===== config.mk =====
export PLATFORM = sky130hd
export DESIGN_NAME = cnt_bcd_disp_driver
export DESIGN_NICKNAME = d
export VERILOG_FILES = /design/src/rtl/cnt_bcd_disp_driver.sv
export SDC_FILE = /design/constraint.sdc
export NUM_CORES = 1
export LEC_CHECK = 0
export ABC_AREA = 0
export CAP_MARGIN = 25
export CELL_PAD_IN_SITES_DETAIL_PLACEMENT = 1
export CELL_PAD_IN_SITES_GLOBAL_PLACEMENT = 1
export CORE_MARGIN = 2
export CORE_UTILIZATION = 42
export CTS_CLUSTER_DIAMETER = 60
export DETAILED_ROUTE_END_ITERATION = 7
export PLACE_DENSITY_LB_ADDON = 0.2
export RECOVER_POWER = 25
export SYNTH_ARGS = -nofsm -noshare
export SYNTH_HDL_FRONTEND = slang
export SYNTH_SLANG_ARGS = --single-unit

===== constraint.sdc =====
create_clock -name clk -period 3.4 [get_ports clk]
set_input_delay 0.68 -clock clk [delete_from_list [all_inputs] [get_ports clk]]
set_output_delay 0.68 -clock clk [all_outputs]
set_load 0.02 [all_outputs]

===== src/rtl/cnt_bcd_disp_driver.sv =====
// Binary-to-BCD converter (shift-and-add-3) feeding a multiplexed 7-segment display driver.
// A new conversion starts every NUM_BITS+2 cycles; the display scan runs independently.
`timescale 1ns/1ps
module cnt_bcd_disp_driver #(
   parameter int unsigned NUM_BITS    = 8,
   parameter int unsigned NUM_DIGITS  = 3,
   parameter int unsigned REFRESH_DIV = 1000,
   parameter bit          ACTIVE_LOW  = 1'b0,
   parameter bit          LZ_BLANK    = 1'b1
) (
   input  logic                    clk,
   input  logic                    rst,
   input  logic [NUM_BITS-1:0]     cnt_val,
   output logic [4*NUM_DIGITS-1:0] bcd_out,
   output logic                    bcd_valid,
   output logic [6:0]              seg,
   output logic [NUM_DIGITS-1:0]   dig_en
);

   localparam int unsigned BcdW = 4 * NUM_DIGITS;
   localparam int unsigned CntW = $clog2(NUM_BITS + 1);
   localparam int unsigned RefW = $clog2(REFRESH_DIV);
   localparam int unsigned IdxW = (NUM_DIGITS > 1) ? $clog2(NUM_DIGITS) : 1;

   localparam logic [CntW-1:0]       CntLoad = CntW'(NUM_BITS);
   localparam logic [CntW-1:0]       CntOne  = CntW'(1);
   localparam logic [RefW-1:0]       RefMax  = RefW'(REFRESH_DIV - 1);
   localparam logic [RefW-1:0]       RefOne  = RefW'(1);
   localparam logic [IdxW-1:0]       IdxMax  = IdxW'(NUM_DIGITS - 1);
   localparam logic [IdxW-1:0]       IdxOne  = IdxW'(1);
   localparam logic [6:0]            Pol7    = {7{ACTIVE_LOW}};
   localparam logic [NUM_DIGITS-1:0] PolD    = {NUM_DIGITS{ACTIVE_LOW}};
   localparam logic [6:0]            SegRst  = 7'h3F ^ Pol7;
   localparam logic [NUM_DIGITS-1:0] DigRst  = NUM_DIGITS'(1) ^ PolD;

   typedef enum logic [1:0] {StIdle, StConv, StDone} state_e;

   state_e                state_q, state_d;
   logic [NUM_BITS-1:0]   bin_q, bin_d;
   logic [BcdW-1:0]       scr_q, scr_d;
   logic [BcdW-1:0]       adj;
   logic [CntW-1:0]       bitcnt_q, bitcnt_d;
   logic [BcdW-1:0]       bcd_q, bcd_d;
   logic                  valid_q, valid_d;

   logic [RefW-1:0]       ref_q, ref_d;
   logic [IdxW-1:0]       idx_q, idx_d;
   logic [3:0]            nib;
   logic                  blank;
   logic [6:0]            seg_ah;
   logic [NUM_DIGITS-1:0] en_ah;
   logic [6:0]            seg_q;
   logic [NUM_DIGITS-1:0] dig_en_q;

   function automatic logic [6:0] seg7(input logic [3:0] n);
      case (n)
         4'd0:    seg7 = 7'h3F;
         4'd1:    seg7 = 7'h06;
         4'd2:    seg7 = 7'h5B;
         4'd3:    seg7 = 7'h4F;
         4'd4:    seg7 = 7'h66;
         4'd5:    seg7 = 7'h6D;
         4'd6:    seg7 = 7'h7D;
         4'd7:    seg7 = 7'h07;
         4'd8:    seg7 = 7'h7F;
         4'd9:    seg7 = 7'h6F;
         default: seg7 = 7'h00;
      endcase
   endfunction

   // Add-3 correction applied before each shift so every nibble stays a valid BCD digit.
   always_comb begin
      adj = scr_q;
      for (int unsigned i = 0; i < NUM_DIGITS; i++) begin
         if (scr_q[4*i +: 4] >= 4'd5) begin
            adj[4*i +: 4] = scr_q[4*i +: 4] + 4'd3;
         end
      end
   end

   always_comb begin
      state_d  = state_q;
      bin_d    = bin_q;
      scr_d    = scr_q;
      bitcnt_d = bitcnt_q;
      bcd_d    = bcd_q;
      valid_d  = 1'b0;
      unique case (state_q)
         StIdle: begin
            bin_d    = cnt_val;
            scr_d    = '0;
            bitcnt_d = CntLoad;
            state_d  = StConv;
         end
         StConv: begin
            scr_d    = {adj[BcdW-2:0], bin_q[NUM_BITS-1]};
            bin_d    = bin_q << 1;
            bitcnt_d = bitcnt_q - CntOne;
            if (bitcnt_q == CntOne) begin
               state_d = StDone;
            end
         end
         StDone: begin
            bcd_d   = scr_q;
            valid_d = 1'b1;
            state_d = StIdle;
         end
         default: state_d = StIdle;
      endcase
   end

   always_ff @(posedge clk or posedge rst) begin
      if (rst) begin
         state_q  <= StIdle;
         bin_q    <= '0;
         scr_q    <= '0;
         bitcnt_q <= '0;
         bcd_q    <= '0;
         valid_q  <= 1'b0;
      end else begin
         state_q  <= state_d;
         bin_q    <= bin_d;
         scr_q    <= scr_d;
         bitcnt_q <= bitcnt_d;
         bcd_q    <= bcd_d;
         valid_q  <= valid_d;
      end
   end

   always_comb begin
      ref_d = ref_q + RefOne;
      idx_d = idx_q;
      if (ref_q == RefMax) begin
         ref_d = '0;
         idx_d = (idx_q == IdxMax) ? '0 : idx_q + IdxOne;
      end
   end

   // Decode from the stable bcd_q; a digit blanks only when it and everything above it is zero.
   always_comb begin
      nib   = '0;
      en_ah = '0;
      blank = LZ_BLANK && (idx_q != '0);
      for (int unsigned i = 0; i < NUM_DIGITS; i++) begin
         if (IdxW'(i) == idx_q) begin
            nib      = bcd_q[4*i +: 4];
            en_ah[i] = 1'b1;
         end
         if ((IdxW'(i) >= idx_q) && (bcd_q[4*i +: 4] != 4'd0)) begin
            blank = 1'b0;
         end
      end
      seg_ah = blank ? 7'h00 : seg7(nib);
   end

   always_ff @(posedge clk or posedge rst) begin
      if (rst) begin
         ref_q    <= '0;
         idx_q    <= '0;
         seg_q    <= SegRst;
         dig_en_q <= DigRst;
      end else begin
         ref_q    <= ref_d;
         idx_q    <= idx_d;
         seg_q    <= seg_ah ^ Pol7;
         dig_en_q <= en_ah ^ PolD;
      end
   end

   assign bcd_out   = bcd_q;
   assign bcd_valid = valid_q;
   assign seg       = seg_q;
   assign dig_en    = dig_en_q;

endmodule

---- Word-level counts from Yosys, hierarchy flattened ----
Memories as Yosys holds them, arrays and structs flattened.
Cells that the tools add are included.
storage, ports and cells
  logic and storage cells ................. 62
  ROM bits ................................ 112
  register bits ........................... 61
  bits of input ports ..................... 10
  memories kept ........................... 1
memory list
  memory           depth  bits a word  rd ports  clocked after Yosys merged registers in  wr ports  RTL line  RTL
  (no name shown)  16     7            1         0                                        0         56        case (n)
operators by class
  mux-type cells .......................... 21
  add/sub/neg operators ................... 6
  equal/unequal tests ..................... 8
  order comparisons ....................... 6
  reductions and logical operators ........ 10
operators with widths
  cell                                                                                  count
  12-bit case mux with 2 select lines                                                   1
  4-bit 2-to-1 mux                                                                      5
  8-bit case mux with 2 select lines                                                    1
  4-bit by 3-bit greater-or-equal comparator with 1-bit output (second input constant)  3
  4-bit nonzero test                                                                    3
  10-bit by 1-bit adder with 10-bit output (second input constant)                      1
  10-bit equality test (second input constant)                                          1
  10-bit 2-to-1 mux                                                                     1
  4-bit by 2-bit adder with 4-bit output (second input constant)                        2
  4-bit case mux with 2 select lines                                                    1
  1-bit 2-to-1 mux                                                                      7
  7-bit 2-to-1 mux                                                                      1
  2-bit equality test (second input constant)                                           2
  4-bit by 1-bit equality test with 1-bit output (second input constant)                1
  1-bit by 2-bit greater-or-equal comparator with 1-bit output (first input constant)   2
  2-bit zero test                                                                       2
  2-bit 2-to-1 mux                                                                      2
  2-bit case mux with 2 select lines                                                    1
  2-bit nonzero test                                                                    2
  4-bit by 1-bit subtractor with 4-bit output (second input constant)                   1
  3-bit by 2-bit adder with 3-bit output (second input constant)                        1
  1-bit logical AND                                                                     3
  3-bit 2-to-1 mux                                                                      1
  2-bit by 1-bit adder with 2-bit output (second input constant)                        1
  other kinds (5)                                                                       5

---- Longest topological paths before layout ----
Gate-level depths: netlist of run 1.
  word-level depth ........................ 6
  mapped depth ............................ 9
  mapped depth without buffers ............ 7

---- Least setup slack after synthesis of run 1 ----
OpenSTA, ideal clock, no wires.
  kind .................................... register -> register
  start point ............................. register idx_q[1]
  end point ............................... register seg_q[3], in the netlist seg[3]
  buffers on the path ..................... 2
  library setup time ...................... 0.089 ns
  stages on the path, launching flop included .. 9
  path slack .............................. 1.274 ns
  period minus slack after synthesis ...... 2.126 ns
  data arrival time ....................... 2.037 ns
  path through ............................ dfrtp_1 > buf_2 > nor2b_1 > buf_6 > a2bb2oi_1 > inv_1 > ha_1 > mux2_2 > a211oi_1
between the ends
  word-level cells in the longest chain between the ends .. 6
  elaborated cells on any way between the ends .. 18
  those cells by class .................... order compare (3); eq/ne (2); mux (7); reduce/logical (5); memory (1)
ends and longest elaborated chain
  item                                                                                             RTL line  RTL
  start, declared                                                                                  47        logic [IdxW-1:0] idx_q, idx_d;
  start signal, assigned                                                                           164       idx_q <= idx_d;
  2-bit zero test or 1-bit by 2-bit greater-or-equal comparator with 1-bit output (tied branches)  145, 149
  4-bit 2-to-1 mux or 1-bit logical AND (tied branches)                                            145, 149
  4-bit 2-to-1 mux or 1-bit 2-to-1 mux (tied branches) (2 in a row)                                145, 149
  memory 16 x 7 bit or 1-bit 2-to-1 mux (tied branches)                                            --
  7-bit 2-to-1 mux (*)                                                                             153       seg_ah = blank ? 7'h00 : seg7(nib);
  named net seg_ah[3]                                                                              50        logic [6:0] seg_ah;
  end signal, assigned                                                                             160       seg_q <= SegRst;
  end signal, assigned                                                                             165       seg_q <= seg_ah ^ Pol7;
  end, declared                                                                                    52        logic [6:0] seg_q;
The timed path passes the listed nets; every way through them passes the cells marked *.
A chain may end at the register's enable or synchronous reset.

---- Worst setup path in the final report of run 1 ----
  start point ............................. register idx_q[0]
  end point ............................... register seg_q[3], in the netlist seg[3]
The elaborated chain is that of the path after synthesis.

==> flow_results.org, run 1 <==
** Timing
- Min Tclk post-route :: 2.48 ns
- Setup repair after global routing left no endpoint under its margin.
- At the pin with the least slew margin, the transition time is 1.11 ns.
- Final Hold Viols :: 0
- Timing would allow up to 403 MHz.
- For the final database, setup skew stands at about 0.0064 ns.
- Normalized max-slew margin :: 25.7%
- The worst path uses 72.9% of the clock period.
- Setup violations remaining at the end of the flow were counted as 0.
- After routing, the total negative slack on setup checks comes to 0 ns.
- The final-report max-slew violation count is 0.
- The worst path meets setup with 0.920 ns of slack.

** Finish
- Final Net Count :: 332
- Count of inserted antenna diode cells :: 0
- Relative to the synthesized area, the layout overhead comes to 19.9%.
- Final core utilization :: between 50% and 60%
- The sequential cells in the finished layout cover a total of 1540 µm².
- Share of cells above drive strength 1 :: 13.7%
- Final instance area :: 3570 µm²
- Total area of multi-input combinational cells :: 1330 µm²
- Counting the fill cells in the layout gives roughly 760.
- Final cell count without fillers :: 409

** Placement
- Summed over all nets, the half-perimeter wirelength after detailed placement is 4320 µm.
- Routability-driven placement finished with a final weighted congestion of between 0.7 and 0.8.
- Count of input and output buffers :: 32
- Setup Slack @ Placement :: 1.04 ns
- The placed instances occupy a cell area of 3390 µm².
- After detailed placement, the design holds a cell count of 393.

** Route
- The routed layout has 2103 vias.
- The detail route stage leaves a number of antenna-violating nets equal to 0.
- The pre-antenna-repair detailed-routing pass consisted of 3 iterations.
- Met3 wire length :: roughly 210 µm
- Count of unresolved DRC violations after routing :: 0
- Metal-1 WL :: 2800 µm
- Detailed Route WL :: roughly 6300 µm
- The detailed router used layers up to and including met4.
- Using the TritonRoute via totals, the vias-per-cell ratio works out to about 5.1.
- Routed length on met2 :: 3130 µm
- Dividing the detail-routed wire length by the instance count gives between 15 and 20 µm.
- Number of violations reported at the end of detailed-routing iteration 0 :: 65

** Run status
- The flow ran to the end, and the final reports show no timing, DRC or antenna violations.

** Global route
- Entering global routing, the biggest net connects 46 pins.
- Total routing resource utilization after global routing :: 18.3%
- Wire length of the first global-routing pass :: 10800 µm
- Gr ovfl total :: 0
- The initial antenna violation count was 0.
- Via count of the first global-routing pass :: 2238

** CTS
- Number of buffers inserted during clock tree synthesis :: 9
- The cell sitting at the root of the clock tree is a sky130_fd_sc_hd__clkbuf_8.
- In this run the number of H-tree levels came out at 3.
- Worst-path clk slew :: 0.07 ns
- Clock latency on the worst-skew pair, taken at its later pin, is 0.34 ns.
- Once the clock tree was built, the setup fixing pass inserted 0 buffers.
- The clock passes through at most 2 buffers.
- Hold buffer count at cts :: 0
- TritonCTS built the clock tree.
- Number of sinks on the clock net :: 61
- The number of gates resized after CTS was 0.

** Worst setup path
- Arrival @ worst endpoint :: 2.73 ns
- The number of cells on the worst reg-to-reg path is 6.
- Critical Setup Path Class :: reg2reg
- Maximum fanout count along the critical path :: 10
- The worst register-to-register path has a setup slack of around 0.92 ns.
- STA classifies the critical path endpoint as a register.
- The worst setup path is launched from a register.
- The endpoint identified for the worst register-to-register timing path is seg[3].
- STA puts the critical path data required time at around 3.7 ns.
- Critical register-to-register path startpoint :: idx_q[0]

** Synthesis
- Sequential elements use 51.6% of the synthesized area.
- Most used flip-flop cell after synthesis :: sky130_fd_sc_hd__dfrtp_1
- Cells after Synth :: about 270
- After synthesis, the share of flip-flops with an asynchronous set or reset is 100%.
- Counting instances in the post-synthesis netlist gives the leading cell types as sky130_fd_sc_hd__dfrtp_1, sky130_fd_sc_hd__nand2_1, sky130_fd_sc_hd__o21ai_0, sky130_fd_sc_hd__nor2_1.
- Fraction of synthesized cell area taken by the top area cell type :: a little under half
- Yosys attributes the largest share of cell area to sky130_fd_sc_hd__dfrtp_1, sky130_fd_sc_hd__dfstp_2, sky130_fd_sc_hd__ha_1, sky130_fd_sc_hd__o21ai_0, sky130_fd_sc_hd__mux2i_1.
- The most common cell in the synthesized netlist is sky130_fd_sc_hd__dfrtp_1.
- Mean instance size in the synthesized netlist :: 10.9 µm²
- Counting flops with a built-in enable in the synthesized netlist gives 0.
- Counting flops and latches in the post-synthesis netlist gives 61.
- The number of nets handed over by synthesis was 298.
- Cell Area, Synth :: 2980 µm²
- Biggest area consumer among synthesized cells :: sky130_fd_sc_hd__dfrtp_1
- The Yosys step of the flow raised 0 warnings.
- After synthesis, the netlist uses 37 different library cells.

** Floorplan
- Die area :: 7770 µm²
- The floorplan has 30 rows.
- Number of I/O pins :: 33
- After floorplanning, the core was sized to cover 6830 µm².
- Initial core utilization :: 43.6%
- Vertical die dimension :: 88.2 µm
- The die is 88.2 µm wide.

** Min path
- Hold path startpoint :: ref_q[0]
- Along the worst hold path, the cell count comes to 1.
- Terminating pin of the worst hold path :: ref_q[0]
- Worst hold-check path type :: reg2reg

** Job
- Max-cap violations in this run came to 0.

** Power and ir drop
- P_leak :: ~1.5 nW
- VDD sags by at most 0.213 mV.
- In this run the power density over the cells is 647 nW/µm².
logic make-up (layout without fill, tap and decap cells):
logic type	count (synthesis)	after routing	share of synthesized area (%)
and+or+nand+nor	78	78	13.4
DFF	61	61	51.6
AOI/OAI and AO/OA	55	55	11.7
muxes	28	28	10.3
buffers and inverters	26	65	3.66
adders and majority gates	14	14	5.89
xor gates and xnor gates	12	12	3.53
worst max-delay path by stage:
stage	slack (ns)	start	cells past startpoint	end
after floorplan	1.22	rst	1	bcd_out[0]
after CTS	0.97	idx_q[0]	6	seg[3]
after detailed placement	1.04	idx_q[1]	6	seg[3]
after global routing	0.68	rst	3	ref_q[0]
after global placement	1.16	idx_q[0]	6	seg[3]
final	0.92	idx_q[0]	6	seg[3]
flip-flops by register name, summed over array words and instances, names as in the netlist:
name and cells:
scr_q 12, bitcnt_q 4, bcd_valid 1, bcd_out 12, seg 7, bin_q 8, idx_q 2, dig_en 3
state_q 2, ref_q 10
stage by stage:
step / total power, mW / hold slack [ns]
3_5_place_dp: 1.69 / 0.459
2_1_floorplan: 1.41 / 0.433
6_report: 2.31 / 0.470
5_1_grt: 2.45 / 0.507
4_1_cts: 2.33 / 0.475
3_3_place_gp: 1.66 / 0.447
metal layers:
metal	track usage (%)	vias to the layer above
met2	32.1	33
met5	0	-
met4	7.85	0
met1	21.6	1041
met3	4.24	10
li1	-	1019
critical path, stage by stage, from the launching register on:
cell	delay (ns)
sky130_fd_sc_hd__dfrtp_1	0.57
sky130_fd_sc_hd__nor2b_1	0.22
sky130_fd_sc_hd__a2bb2oi_1	0.55
sky130_fd_sc_hd__inv_1	0.17
sky130_fd_sc_hd__ha_1	0.32
sky130_fd_sc_hd__mux2_2	0.26
sky130_fd_sc_hd__a211oi_1	0.28
layout by cell type, fill, tap and decap left out, types with 6 or more instances in the layout:
cell	netlist	final
sky130_fd_sc_hd__nor2_1	15	15
sky130_fd_sc_hd__dfrtp_1	54	54
sky130_fd_sc_hd__mux2i_1	14	14
sky130_fd_sc_hd__mux2_2	12	12
sky130_fd_sc_hd__dfstp_2	7	7
sky130_fd_sc_hd__clkdlybuf4s50_1	0	31
sky130_fd_sc_hd__clkbuf_8	0	10
sky130_fd_sc_hd__xnor2_1	8	8
sky130_fd_sc_hd__nand3_1	6	6
sky130_fd_sc_hd__nand2_1	33	33
sky130_fd_sc_hd__inv_1	14	14
sky130_fd_sc_hd__nand2b_1	6	6
sky130_fd_sc_hd__o21ai_0	32	32
sky130_fd_sc_hd__ha_1	14	14
power by group:
group          internal [mW]  switching [mW]  leakage (nW)
registers              0.865           0.100         0.782
logic                  0.338           0.366         0.626
clock network          0.356           0.283        0.0964
total                   1.56           0.750          1.50
final cells by class:
class	count	area share, %
clock buffer	12	4.07
clock inverter	4	1.33
inverter	14	1.47
multi-input combinational	187	37.3
sequential	61	43.0
tap	96	3.37
timing repair buffer	35	9.43
Note: power is estimated with default switching activity, not from simulation.
==> inputs of run 2 (changes only) <==
- clock period: 3.4 -> 2.49 ns (I/O delays scaled with it)
==> run 2 against run 1 <==
  * The run now ends with capacitance limit left
  * Clock-buffer cell count unchanged
  * Worst setup slack worse by 0.61 ns
  * Die area unchanged
  * Global-route usage down 0.57 points
  * Routed wire length down 2.9%
  * Utilization up 0.86 points
  * Sequential cell count unchanged
  * Clock skew about the same
  * Critical endpoint unchanged
  * Largest power group unchanged
  * Highest routed layer unchanged
==> flow_results.org, run 2 (synthesis gave the netlist of run 1 again) <==
** Run status
- The run finished, with violations left.
- The checks that failed: capacitance limit.

** Worst setup path
- The worst reg-to-reg path cell count came to 6 (unchanged).
- The endpoint identified for the worst register-to-register timing path is seg[3].
- Maximum fanout count along the critical path :: 10 (unchanged)
- Worst setup endpoint :: seg[3]
- STA classifies the critical path startpoint as a register.
- The critical path data arrival time is 2.42 ns (-0.31 ns).
- Critical register-to-register path startpoint :: idx_q[0]
- Setup slack on the worst flop-to-flop path :: 0.31 ns (-0.61 ns)
- STA classifies the critical path endpoint as a register.
- CP Launch Point :: idx_q[0]
- The worst setup path is of the reg2reg kind.
- Data required, critical path :: 2.73 ns (-0.92 ns)

** Route
- Post-DRT Antenna Nets :: 0 (unchanged)
- Count of unresolved DRC violations after routing :: 0 (unchanged)
- The via-per-instance ratio is 5.11 (-0.69%).
- The total length of routed wires is 6080 µm (-2.9%).
- The post-detailed-route wirelength per cell is 14.7 µm (-3.8%).
- Iteration count of the initial detailed-routing pass :: 4 (+1)
- The count of vias placed by the detailed router came to 2109 (+0.29%).
- Number of violations reported at the end of detailed-routing iteration 0 :: 67 (+3.1%)

** Timing
- Max Clock Skew :: 0.00674 ns (+0.000291 ns)
- Number of max-slew violations in the final report :: 0 (unchanged)
- Highest Clock Rate :: 458 MHz (+14%)
- Final Hold Viols :: 0 (unchanged)
- The post-route setup TNS came to 0 ns (unchanged).
- Setup repair after global routing missed its margin :: no
- Worst Max-Slew Pin Slew :: 1.49 ns (+0.375 ns)
- Normalized max-slew margin :: 0.721% (-25 points)
- Period Utilization, post-route :: 87.7% (+15 points)
- The minimum period implied by the final worst setup slack is 2.18 ns (-0.295 ns).
- The setup violation total in the final timing report is 0 (unchanged).
- The final worst hold slack came to 0.462 ns (-0.00863 ns).

** CTS
- Hold buffer count at cts :: 0 (unchanged)
- The later-pin clock latency in the skew report was 0.34 ns (about the same).
- Worst-path clk slew :: 0.07 ns (about the same)
- Total number of H-tree levels :: 3 (unchanged)
- The total clock buffers created by CTS is 9 (unchanged).
- The count of clock tree sinks came to 61 (unchanged).
- Count of instances resized after the clock tree is built :: 0 (unchanged)
- Max clock buf depth :: 2 (unchanged)
- The tree is rooted in a sky130_fd_sc_hd__clkbuf_8.
- Clock tree from TritonCTS :: built
- Post-CTS setup buffer count :: 0 (unchanged)

** Finish
- The top cell types in the final layout, fill and taps aside, are sky130_fd_sc_hd__dfrtp_1, sky130_fd_sc_hd__nand2_1, sky130_fd_sc_hd__o21ai_0, sky130_fd_sc_hd__clkdlybuf4s50_1, sky130_fd_sc_hd__nor2_1.
- Final core utilization :: 53.1% (+0.86 points)
- The share of post-route cells with drive strength above 1 came to 15.1% (+1.4 points).
- Leaving out fill and tap cells, the most frequent cell in the layout is sky130_fd_sc_hd__dfrtp_1.
- Layout-stage area growth over the synthesis result :: 21.9%
- Count of inserted antenna diode cells :: 0 (unchanged)
- Final Net Count :: 336 (+1.2%)

** Floorplan
- Num rows :: 30 (unchanged)
- Die area :: 7770 µm² (unchanged)
- Area of the core region :: 6830 µm² (unchanged)
- Initial core utilization :: 43.6% (unchanged)
- The vertical extent of the die is 88.2 µm (unchanged).
- Number of I/O pins :: 33 (unchanged)
- Overall die width :: 88.2 µm (unchanged)

** Placement
- The quantity of I/O buffers inserted on ports was 32 (unchanged).
- The half-perimeter wire length after detailed placement is 4250 µm (-1.5%).
- The weighted congestion at the end of routability-driven global placement was 0.773 (+6.7%).

** Global route
- The maximum number of pins on one net before global-route repair was 62 (+35%).
- Gr ovfl total :: 0 (unchanged)
- The wire length of the first global-routing pass is 10600 µm (-2.2%).
- Initial antenna violation count :: 0 (unchanged)
- Total routing resource utilization after global routing :: 17.8% (-0.57 points)
- The via count of the first global-routing pass is 2254 (+0.71%).

** Power and ir drop
- The combinational power share was 29.9% (-0.6 points).
- Proportion of total power due to net switching :: 31.4% (-1.1 points)
- The clock network power share came to 30.0% (+2.3 points).
- The cell internal power dissipation was 2.25 mW (+44%).
- Net switching power :: 1.03 mW (+37%)
- Worst supply voltage drop on vdd :: 0.310 mV (+45%)
- PwrDens :: 902 nW/µm² (+39%)
- Tot Pwr :: 3.27 mW (+42%)
- Relative contribution of sequential cells to total power :: 40.1% (-1.7 points)
- The standby leakage power came to 1.54 nW (+2.0%).

** Job
- Max Cap Violations :: 1 (+1)

** Min path
- Worst hold-check path type :: reg2reg
==> run 2: changes by cell type in the layout (fill, tap and decap cells not counted), sizes merged <==
cell and delta:
buf +5, bufinv +1, clkbuf -1, inv -1
==> run 2: critical path, stage by stage (launching register included) <==
cell                        delay, ns
sky130_fd_sc_hd__dfrtp_1         0.56
sky130_fd_sc_hd__mux2i_1         0.32
sky130_fd_sc_hd__a2bb2oi_1       0.24
sky130_fd_sc_hd__inv_1           0.10
sky130_fd_sc_hd__ha_1            0.31
sky130_fd_sc_hd__mux2_2          0.27
sky130_fd_sc_hd__a211oi_1        0.28
==> run 2: stage by stage <==
stage	setup WS (ns)	cells	area (µm²)
after CTS	0.329	413	3640
after floorplan	0.364	274	2980
after global placement	0.450	397	3420
after detailed placement	0.359	397	3420
after global routing	0.158	413	3630
final	0.305	413	3630
==> run 2: worst min-delay path by stage <==
| stage | startpoint | to | slack, ns | depth (start not counted) |
|---|---|---|---|---|
| floorplan | ref_q[0] | ref_q[0] | 0.43 | 1 |
| global placement | ref_q[0] | ref_q[0] | 0.44 | 1 |
| detailed placement | ref_q[0] | ref_q[0] | 0.45 | 1 |
| CTS | ref_q[0] | ref_q[0] | 0.47 | 1 |
| global route | ref_q[0] | ref_q[0] | 0.51 | 1 |
| finish | ref_q[0] | ref_q[0] | 0.46 | 1 |
==> run 2: power groups by stage <==
stage / registers (mW) / clock network [mW] / logic [mW]
after floorplan: 1.43 / 0 / 0.496
after global placement: 1.33 / 0 / 0.958
after detailed placement: 1.34 / 0 / 0.987
after CTS: 1.32 / 1.01 / 0.994
after global routing: 1.34 / 1.05 / 1.08
final: 1.31 / 0.981 / 0.979
==> run 2: cell type report <==
type | instances | area, µm²
fill | 760 | 3200
sequential | 61 | 1540
multi-input combinational | 187 | 1330
timing repair buffer | 39 | 370
clock buffer | 12 | 145
tap | 96 | 120
clock inverter | 4 | 72.6
inverter | 14 | 52.6
==> run 2: metal layers <==
metal	global-route usage [%]	vias up	part of all wire, %
li1	-	1019	-
met1	22.6	1041	47
met2	29.0	36	48
met3	3.02	13	2.6
met4	9.23	0	2.5
met5	0	-	0
